<file path="src/rtl/sfx_sequencer.sv">
// One-shot sound-effect sequencer: captures a packed multi-step tone sequence on
// trigger and plays each step for T_STEP cycles, with optional retrigger and abort.
module sfx_sequencer #(
   parameter logic [31:0] MAIN_CLK_SPEED = 32'd12_288_000,
   parameter int          CHANNELS       = 4,
   parameter int          TONE_W         = 4,
   parameter int          STEPS          = 4,
   parameter int          STEP_DIV       = 10,
   parameter int          RETRIGGER      = 0,
   localparam int         CW             = CHANNELS * TONE_W,
   localparam int         SW             = (STEPS > 1) ? $clog2(STEPS) : 1
) (
   input  logic                  clk,
   input  logic                  reset,
   input  logic                  send,
   input  logic                  stop,
   input  logic [STEPS*CW-1:0]   sfx,
   output logic [CW-1:0]         tones,
   output logic [SW-1:0]         step,
   output logic                  busy,
   output logic                  done
);

   localparam logic [31:0]   T_STEP    = MAIN_CLK_SPEED / STEP_DIV;
   localparam logic [31:0]   T_LAST    = T_STEP - 32'd1;
   localparam logic [SW-1:0] LAST_STEP = SW'(STEPS - 1);

   typedef enum logic [1:0] {
      IDLE         = 2'd0,
      PLAY         = 2'd1,
      WAIT_RELEASE = 2'd2
   } state_t;

   state_t                state, state_n;
   logic [STEPS*CW-1:0]   snapshot, snapshot_n;
   logic [SW-1:0]         step_cnt, step_n;
   logic [31:0]           tick, tick_n;
   logic                  send_q;
   logic                  done_n;

   always_ff @(posedge clk or posedge reset) begin
      if (reset) begin
         state    <= IDLE;
         snapshot <= '0;
         step_cnt <= '0;
         tick     <= '0;
         send_q   <= 1'b0;
         done     <= 1'b0;
      end else begin
         state    <= state_n;
         snapshot <= snapshot_n;
         step_cnt <= step_n;
         tick     <= tick_n;
         send_q   <= send;
         done     <= done_n;
      end
   end

   always_comb begin
      state_n    = state;
      snapshot_n = snapshot;
      step_n     = step_cnt;
      tick_n     = tick;
      done_n     = 1'b0;
      case (state)
         IDLE: begin
            if (send) begin
               snapshot_n = sfx;
               step_n     = '0;
               tick_n     = '0;
               state_n    = PLAY;
            end
         end
         PLAY: begin
            // A retrigger edge outranks completion in the same cycle.
            if ((RETRIGGER != 0) && send && !send_q) begin
               snapshot_n = sfx;
               step_n     = '0;
               tick_n     = '0;
            end else if (tick == T_LAST) begin
               tick_n = '0;
               if (step_cnt == LAST_STEP) begin
                  step_n  = '0;
                  done_n  = 1'b1;
                  state_n = send ? WAIT_RELEASE : IDLE;
               end else begin
                  step_n = step_cnt + SW'(1);
               end
            end else begin
               tick_n = tick + 32'd1;
            end
         end
         WAIT_RELEASE: begin
            if (!send) state_n = IDLE;
         end
         default: state_n = IDLE;
      endcase

      if (stop) begin
         state_n = send ? WAIT_RELEASE : IDLE;
         step_n  = '0;
         tick_n  = '0;
         done_n  = 1'b0;
      end
   end

   always_comb begin
      tones = '0;
      if (state == PLAY) begin
         for (int unsigned k = 0; k < STEPS; k++) begin
            if (step_cnt == SW'(k)) tones = snapshot[(STEPS-k)*CW-1 -: CW];
         end
      end
   end

   assign step = (state == PLAY) ? step_cnt : '0;
   assign busy = (state == PLAY);

endmodule

</file>
<file path="config.mk">
export PLATFORM = sky130hd
export DESIGN_NAME = sfx_sequencer
export DESIGN_NICKNAME = d
export VERILOG_FILES = /design/src/rtl/sfx_sequencer.sv
export SDC_FILE = /design/constraint.sdc
export NUM_CORES = 1
export LEC_CHECK = 0
export CAP_MARGIN = 20
export CORE_MARGIN = 5
export CORE_UTILIZATION = 30
export CTS_CLUSTER_DIAMETER = 150
export DETAILED_ROUTE_END_ITERATION = 10
export PLACE_DENSITY = 0.5
export SKIP_LAST_GASP = 1
export SLEW_MARGIN = 25
export SYNTH_ARGS = -nofsm -noshare
export SYNTH_HDL_FRONTEND = slang
export SYNTH_SLANG_ARGS = --single-unit
</file>
<file path="constraint.sdc">
create_clock -name clk -period 3.9 [get_ports clk]
set_input_delay 0.78 -clock clk [delete_from_list [all_inputs] [get_ports clk]]
set_output_delay 0.78 -clock clk [all_outputs]
set_load 0.005 [all_outputs]
</file>
### Word level (Yosys, flattened, before mapping)

Index checks and enable logic that the tools add are counted.

| storage, ports and cells | value |
|---|---|
| bits in registers | 101 |
| logic and storage cells | 50 |
| output and inout bits | 20 |

| operators by class | value |
|---|---|
| equal/unequal tests | 10 |
| $add $sub $neg | 2 |
| mux-type cells | 26 |
| reduce and logical (&&, ||, !) cells | 7 |

Operator list:

| kind | count |
|---|---|
| 32-bit 2-to-1 mux | 3 |
| 16-bit 2-to-1 mux | 5 |
| 32-bit case mux with 2 select lines | 1 |
| 32-bit by 1-bit adder with 32-bit output, second input constant | 1 |
| 32-bit by 21-bit == test with 1-bit output, second input constant | 1 |
| 2-bit 2-to-1 mux | 11 |
| 2-bit == test, second input constant | 3 |
| 3-bit by 2-bit inequality test with 1-bit output, second input constant | 2 |
| 3-bit inequality test, second input constant | 2 |
| 2-bit case mux with 3 select lines | 1 |
| 2-bit by 1-bit == test with 1-bit output, second input constant | 2 |
| 2-bit zero test | 2 |
| 1-bit 2-to-1 mux | 4 |
| 2-bit case mux with 2 select lines | 1 |
| 2-bit AND reduction | 2 |
| 4-bit AND reduction | 1 |
| 3-bit AND reduction | 1 |
| 3-bit nonzero test | 1 |
| 2-bit by 1-bit adder with 2-bit output, second input constant | 1 |

### Longest topological paths before layout

Gate-level depths: netlist of the first run.

| depth | value |
|---|---|
| word-level depth | 6 |
| mapped depth | 8 |
| depth with buffers taken out | 7 |

### Worst setup path before layout of the first run

OpenSTA, ideal clock, no wires.

| timing path | value |
|---|---|
| path type | register to output |
| start | reg step_cnt[1] |
| end | out tones[13] |
| buffers on the path | 2 |
| cell stages (with the launch flop) | 9 |
| path slack | 1.539 ns |
| data arrival time | 1.581 ns |
| required time | 3.120 ns |
| cell sequence | dfrtp_1 > inv_1 > ha_1 > clkbuf_1 > buf_1 > a21oi_1 > o21ai_0 > mux2i_1 > nor2_1 |

| on the way | value |
|---|---|
| cells in the longest elaborated chain, start to end | 6 |
| elaborated cells between the ends (all ways) | 9 |
| those cells by class | eq/ne: 3; mux: 5; reduce/logical: 1 |

RTL lines:

| element | line | source |
|---|---|---|
| start, declared | 36 | `logic [SW-1:0] step_cnt, step_n;` |
| start signal, assigned | 52 | `step_cnt <= step_n;` |
| 2-bit zero test | 111 | `if (step_cnt == SW'(k)) tones = snapshot[(STEPS-k)*CW-1 -: CW];` |
| 16-bit 2-to-1 mux (3 in a row) | 111 |  |
| 16-bit 2-to-1 mux (*) | 111 |  |
| 16-bit 2-to-1 mux (*) | 109 | `if (state == PLAY) begin` |
| end, declared | 18 | `output logic [CW-1:0] tones,` |

Every way passes the cells marked *; elsewhere a longest branch is shown, timed or not.

### Worst setup path after layout of the first run

| timing path | value |
|---|---|
| start | reg step_cnt[0] |
| end | out tones[15] |

The elaborated chain is that of the path after synthesis.

==> results of run 1 <==
[final cells by class]
cell class	instances	share of cell area (%)
Multi-Input combinational cell	308	35.7
Clock buffer	9	3.54
Clock inverter	7	0.905
Inverter	10	0.629
Timing Repair Buffer	96	15.1
Sequential cell	101	39.7
Tap cell	220	4.33
[sequential cells by signal (all words and copies together), names as in the netlist]
| signal | flops |
|---|---|
| done | 1 |
| snapshot | 64 |
| step_cnt | 2 |
| state | 2 |
| tick | 32 |
[path summary, 6_finish.rpt]
kind / startpoint / endpoint / slack, ps / depth (start not counted)
min: snapshot[53] / snapshot[53] / 500 / 1
max in group asynchronous: reset / tick[17] / 2260 / 3
max: step_cnt[0] / tones[15] / 460 / 8
min reg2reg: snapshot[53] / snapshot[53] / 500 / 1
min in group asynchronous: reset / tick[28] / 880 / 2
max reg2reg: state[1] / tick[5] / 1580 / 6
[power by group through the flow]
| stage | clock, mW | combinational, mW | sequential (mW) |
|---|---|---|---|
| floorplan | 0 | 0.252 | 1.24 |
| detailed placement | 0 | 0.386 | 1.26 |
| global route | 0.942 | 0.419 | 1.26 |
| finish | 0.863 | 0.376 | 1.24 |
| global placement | 0 | 0.380 | 1.26 |
| CTS | 0.902 | 0.387 | 1.24 |
[worst max-delay path: stages, from the launching register on]
cell and delay (ps):
dfrtp_1 420, inv_1 140, ha_1 420, nor2b_1 360
a221oi_1 130, nor3_1 160, a21oi_1 60, nor2_1 90
clkdlybuf4s50_1 530
[cell usage after synthesis]
cell	n
a211oi_2	2
a21boi_0	1
a21oi_1	17
a221oi_1	4
a22o_1	1
a311oi_1	1
and2_1	1
and3_1	6
and3_2	1
and3b_1	12
and4_1	4
and4_2	1
and4_4	1
and4bb_2	1
buf_1	1
buf_2	8
buf_4	3
buf_6	2
buf_8	1
clkbuf_1	10
dfrtp_1	101
ha_1	5
inv_1	10
mux2_2	65
mux2i_1	12
nand2_1	22
nand2b_1	1
nand3_1	16
nand4_1	13
nor2_1	51
nor2_2	4
nor2b_1	5
nor3_1	9
nor3b_1	1
nor4_1	4
nor4b_2	1
o21ai_0	12
o21bai_1	1
o2bb2ai_1	2
o31a_4	1
xnor2_1	7
xor2_1	23
[cells by family after synthesis]
kind of cell | share of synthesized area, %
multiplexers | 17.1
AO/OA/AOI/OAI | 5.49
buffers and inverters | 3.60
XOR/XNOR | 5.28
AND/OR/NAND/NOR | 16.4
flip-flops | 50.8
adder cells (fa/ha/maj) | 1.26
[repair_timing]
action                                  in CTS  in global routing
endpoints found under the setup margin       0                  1
resized for setup                            0                  1
setup buffers                                0                  0
[routing by layer]
metal / part of all wire, % / vias up / global-route usage, % / routed length (um)
met2: 51 / 56 / 21.8 / 5940
met3: 3.6 / 13 / 3.21 / 413
met5: 0 / - / 0 / 0
met1: 44 / 1737 / 15.2 / 5070
li1: - / 1724 / - / -
met4: 1.4 / 0 / 3.24 / 159
[metrics by stage]
step           util, %  hold slack, ps  cell area (um^2)  std cells  total power [mW]
2_1_floorplan        -             473              4970        444              1.49
3_3_place_gp      37.0             483              6080        735              1.64
3_5_place_dp      37.0             494              6080        735              1.65
4_1_cts           38.8             509              6360        751              2.53
5_1_grt           38.8             516              6360        751              2.62
6_report          38.8             503              6360        751              2.48
[cell usage in the layout (no fill, tap or decap), types with 4 or more instances in the layout]
cell             instances
dfrtp_1                101
clkdlybuf4s50_1         87
mux2_2                  65
nor2_1                  51
xor2_1                  23
nand2_1                 22
a21oi_1                 17
nand3_1                 16
nand4_1                 13
and3b_1                 12
o21ai_0                 12
mux2i_1                 12
inv_1                    9
nor3_1                   9
clkbuf_16                9
xnor2_1                  7
buf_4                    7
and3_1                   6
nor2b_1                  5
nor4_1                   4
and4_1                   4
nor2_2                   4
a221oi_1                 4
ha_1                     4
==> results.py, run 1 <==
metrics = {
    "die": {
        "die_area_um2": 19200,
        "coreArea_um2": 16400,
        "rows": 47,
        "start_util_pct": 30.3,
        "io_pins": 88,
        "chipHeight_um": 139,
        "dieWidth_um": 139,
    },
    "setup_path": {
        "crit_required_ps": 3120,
        "critPathKind": "register to output port",
        "critical_path.max_fanout": 13,
        "startpoint_type": "register",
        "worst_setup_path_end_kind": "output port",
        "cp.arrival_ps": 2660,
    },
    "synth": {
        "syn_nets": 517,
        "synthCells": 444,
        "yosysTopAreaCellShare_pct": 50.8,
        "ys_types": 42,
        "ys_ff_latch": 101,
        "synth_area_leaders": "dfrtp_1 (51%), mux2_2 (15%), xor2_1 (4.1%), nor2_1 (3.9%), mux2i_1 (2.4%)",
        "synth_top_area_cell": "dfrtp_1",
        "ys_warn_count": 0,
        "netlist_area_um2": 4970,
        "avgSynthCellArea_um2": 11.2,
        "synth_seq_area_share_pct": 50.8,
    },
    "power": {
        "leakage_nw": 2.54,
        "clock_power_share_pct": 34.8,
        "swShare_pct": 25.5,
        "p_per_area_nw_per_um2": 390,
        "p_int_mw": 1.85,
        "switchingPower_mw": 0.631,
        "p_seq_share_pct": 50.0,
        "peakVddDrop_uv": 235,
        "comb_power_share_pct": 15.2,
    },
    "clock_network": {
        "root_buffer": "clkbuf_16",
        "cts_buffer_depth": 2,
        "cts_tree": "yes",
        "htreeDepth": 3,
        "postCtsHoldBufs": 0,
        "clock_sink_count": 101,
        "cts-buffers-inserted": 9,
        "worstSkewPairLatency_ps": 360,
        "clk_pin_slew_ps": 70,
    },
    "detailed_routing": {
        "drc_errors": 0,
        "drt_first_pass_iters": 4,
        "drt-initial-drc-count": 174,
        "wirelength_um": 11600,
        "antenna_left": 0,
        "vias": 3530,
        "viasPerCell": 4.70,
        "wl_per_cell_um": 15.4,
    },
    "sta": {
        "finalCritPeriodShare_pct": 88.2,
        "finalHoldViolations": 0,
        "setup-violations-final": 0,
        "finalSetupTns_ps": 0,
        "rsz0062_at_grt": "no",
        "slew_viol_final": 0,
        "clock-skew-final_ps": 8.07,
        "tightestPinTransition_ps": 985,
        "fin_ws_ps": 459,
        "clock.fmax_mhz": 291,
        "layout_min_cycle_time_ps": 3440,
        "slew_headroom_pct": 34.3,
    },
    "cells_and_area": {
        "drive_above_1_share_pct": 19.8,
        "area_growth_pct": 28.0,
        "seqCellArea_um2": 2530,
        "layout.nets": 599,
        "fillers": 1616,
        "multi_input_area_um2": 2270,
        "n_antenna_cell": 0,
    },
    "grt": {
        "grt_pass1_vias": 3761,
        "grt_max_degree": 67,
        "overflow": 0,
        "antenna_found_initial": 0,
        "track_usage_pct": 12.4,
        "grt_pass1_wl_um": 19500,
    },
    "run_status": {
        "outcome": "finished clean",
    },
    "placement": {
        "dp_hpwl_um": 8310,
        "gp_congestion": 0.718,
        "dp_worst_setup_slack_ps": 682,
        "place.port_buffers": 87,
    },
    "hold_path": {
        "hold_class": "register to register",
    },
    "run": {
        "maxCapViolCount": 0,
    },
}
No activity file was read; power rests on OpenSTA's default activity.
==> run 2, diff against run 1 <==
ABC_AREA = 1   (was not set)
==> results.py, run 2 <==
metrics = {
    "sta": {
        "finalCritPeriodShare_pct": 90.3,
        "layout_min_cycle_time_ps": 3520,
        "finalSetupTns_ps": 0,
        "rsz0062_at_grt": "no",
        "slew_headroom_pct": 44.9,
        "holdWs_ps": 504,
        "clock.fmax_mhz": 284,
        "slew_viol_final": 0,
        "tightestPinTransition_ps": 825,
        "setup-violations-final": 0,
        "clock-skew-final_ps": 10.0,
        "finalHoldViolations": 0,
    },
    "power": {
        "leakage_nw": 2.97,
        "p_per_area_nw_per_um2": 607,
        "p_int_mw": 2.70,
        "peakVddDrop_uv": 303,
        "switchingPower_mw": 1.54,
        "comb_power_share_pct": 40.4,
        "clock_power_share_pct": 21.9,
        "swShare_pct": 36.4,
        "p_seq_share_pct": 37.7,
    },
    "synth": {
        "yosysMostFrequentCell": "nand2_1",
        "synth_seq_area_share_pct": 45.2,
        "netlist_area_um2": 5600,
        "ys_types": 31,
        "synth_top_area_cell": "dfrtp_1",
        "synthCells": 669,
        "avgSynthCellArea_um2": 8.37,
        "ys_warn_count": 0,
        "synth_area_leaders": "dfrtp_1 (45%), mux2_2 (10%), nand2_1 (10%), nor2_1 (6.8%), a21oi_1 (4.2%)",
        "syn_nets": 742,
        "ys_ff_latch": 101,
        "synth_flop_cell": "dfrtp_1",
        "async_flop_share_pct": 100,
        "ys_top_cells_by_count": "nand2_1 (149), nor2_1 (102), dfrtp_1 (101), mux2_2 (52), inv_1 (51)",
        "yosysTopAreaCellShare_pct": 45.2,
        "synth_edf_count": 0,
    },
    "placement": {
        "gp_congestion": 0.880,
        "dp_hpwl_um": 11100,
        "place.port_buffers": 87,
        "dp.cells": 973,
    },
    "cells_and_area": {
        "largest_register_ffs": 64,
        "n_antenna_cell": 0,
        "final_cells": 989,
        "drive_above_1_share_pct": 16.8,
        "regMostFlops": "snapshot",
        "fillers": 1941,
        "largestRegisters": "snapshot (64), tick (32)",
        "final_cell_mix": "nand2_1 (148), nor2_1 (102), dfrtp_1 (101), clkdlybuf4s50_1 (87), mux2_2 (52)",
        "layout.nets": 823,
        "area_growth_pct": 24.9,
        "final_common_cell": "nand2_1",
    },
    "grt": {
        "grt_pass1_wl_um": 24700,
        "track_usage_pct": 14.2,
        "grt_max_degree": 77,
        "antenna_found_initial": 0,
        "grt_pass1_vias": 4681,
        "overflow": 0,
    },
    "clock_network": {
        "cts_setup_buffers": 0,
        "cts_tree": "yes",
        "root_buffer": "clkbuf_16",
        "clock_sink_count": 101,
        "htreeDepth": 3,
        "clk_pin_slew_ps": 80,
        "ctsResizeCount": 0,
        "postCtsHoldBufs": 0,
        "cts-buffers-inserted": 9,
        "cts_buffer_depth": 2,
        "worstSkewPairLatency_ps": 360,
    },
    "die": {
        "die_area_um2": 21500,
        "chipHeight_um": 147,
        "coreArea_um2": 18500,
        "start_util_pct": 30.2,
        "rows": 50,
        "dieWidth_um": 147,
        "io_pins": 88,
    },
    "run": {
        "maxCapViolCount": 0,
    },
    "setup_path": {
        "critical_path.max_fanout": 12,
        "timing.reg2reg.setup_slack_ps": 1760,
        "rr_startpoint": "state[1]",
        "critPathKind": "register to output port",
        "reg2reg_depth": 5,
        "worst_setup_path_end_kind": "output port",
        "crit_required_ps": 3120,
        "r2r_end": "done",
        "cp.arrival_ps": 2740,
        "startpoint": "step_cnt[1]",
        "startpoint_type": "register",
    },
    "detailed_routing": {
        "drt_first_pass_iters": 5,
        "wl_per_cell_um": 15.2,
        "vias": 4630,
        "drt-initial-drc-count": 245,
        "drc_errors": 0,
        "wirelength_um": 15000,
        "viasPerCell": 4.68,
        "antenna_left": 0,
    },
    "hold_path": {
        "hold_class": "register to register",
        "holdPathEnd": "snapshot[4]",
        "min_path_cells": 1,
        "min_from": "snapshot[4]",
    },
    "run_status": {
        "outcome": "finished clean",
    },
}
==> run 2: changes by cell type after synthesis, sizes merged, moves of 12 or more <==
cell,delta
mux2,-13
o21ai,+20
mux2i,-12
nor2,+72
and3b,-12
inv,+46
nand2,+137
xor2,-21
nand3,+13
a21oi,+30
==> run 2: metrics by stage <==
step	total power, mW	cell area (um^2)	util, %	setup WS [ps]
floorplan	2.74	5600	-	473
global placement	3.32	6680	36.1	703
detailed placement	3.35	6680	36.1	616
CTS	4.30	6990	37.7	180
global route	4.56	6990	37.8	30.6
finish	4.24	6990	37.8	380
==> run 2: kinds of logic after synthesis <==
logic type | synth area share, %
compound gates | 7.74
xor+xnor | 1.25
fa+ha+maj | 1.12
buf+inv | 6.57
flops | 45.2
mux | 10.5
simple gates | 27.7
==> run 2: layout make-up <==
cell class	count	area [um^2]	share of cell area [%]
Inverter	57	221	3.17
Tap cell	234	293	4.19
Sequential cell	101	2530	36.1
Multi-Input combinational cell	487	2710	38.7
Clock inverter	7	82.6	1.18
Clock buffer	9	225	3.22
Timing Repair Buffer	94	936	13.4
==> run 2: worst max-delay path by stage <==
stage,end,slack [ps],depth (start not counted)
floorplan,done,470,1
global placement,tones[13],700,7
detailed placement,tones[13],620,7
CTS,tones[13],180,7
global route,tones[4],30,9
finish,tones[13],380,9
==> run 2: per-layer routing <==
layer	vias up	track usage, %	part of all wire (%)
met5	-	0	0
met4	0	3.76	1.0
met3	9	3.82	5.9
met2	107	22.8	46
met1	2199	19.0	47
li1	2315	-	-
==> run 2: power groups by stage <==
| stage | Combinational [mW] | Sequential, mW | Clock, mW |
|---|---|---|---|
| 5_1_grt | 1.93 | 1.64 | 0.994 |
| 2_1_floorplan | 1.20 | 1.54 | 0 |
| 6_report | 1.71 | 1.60 | 0.927 |
| 4_1_cts | 1.74 | 1.60 | 0.954 |
| 3_3_place_gp | 1.71 | 1.62 | 0 |
| 3_5_place_dp | 1.73 | 1.62 | 0 |
==> run 2: worst max-delay path: stages (launching register included) <==
cell	delay, ps
dfrtp_1	410
inv_1	150
ha_1	280
nand2_1	340
nor2_1	180
a21oi_1	50
o21ai_0	150
o21ai_0	100
nor2_1	180
clkdlybuf4s50_1	550
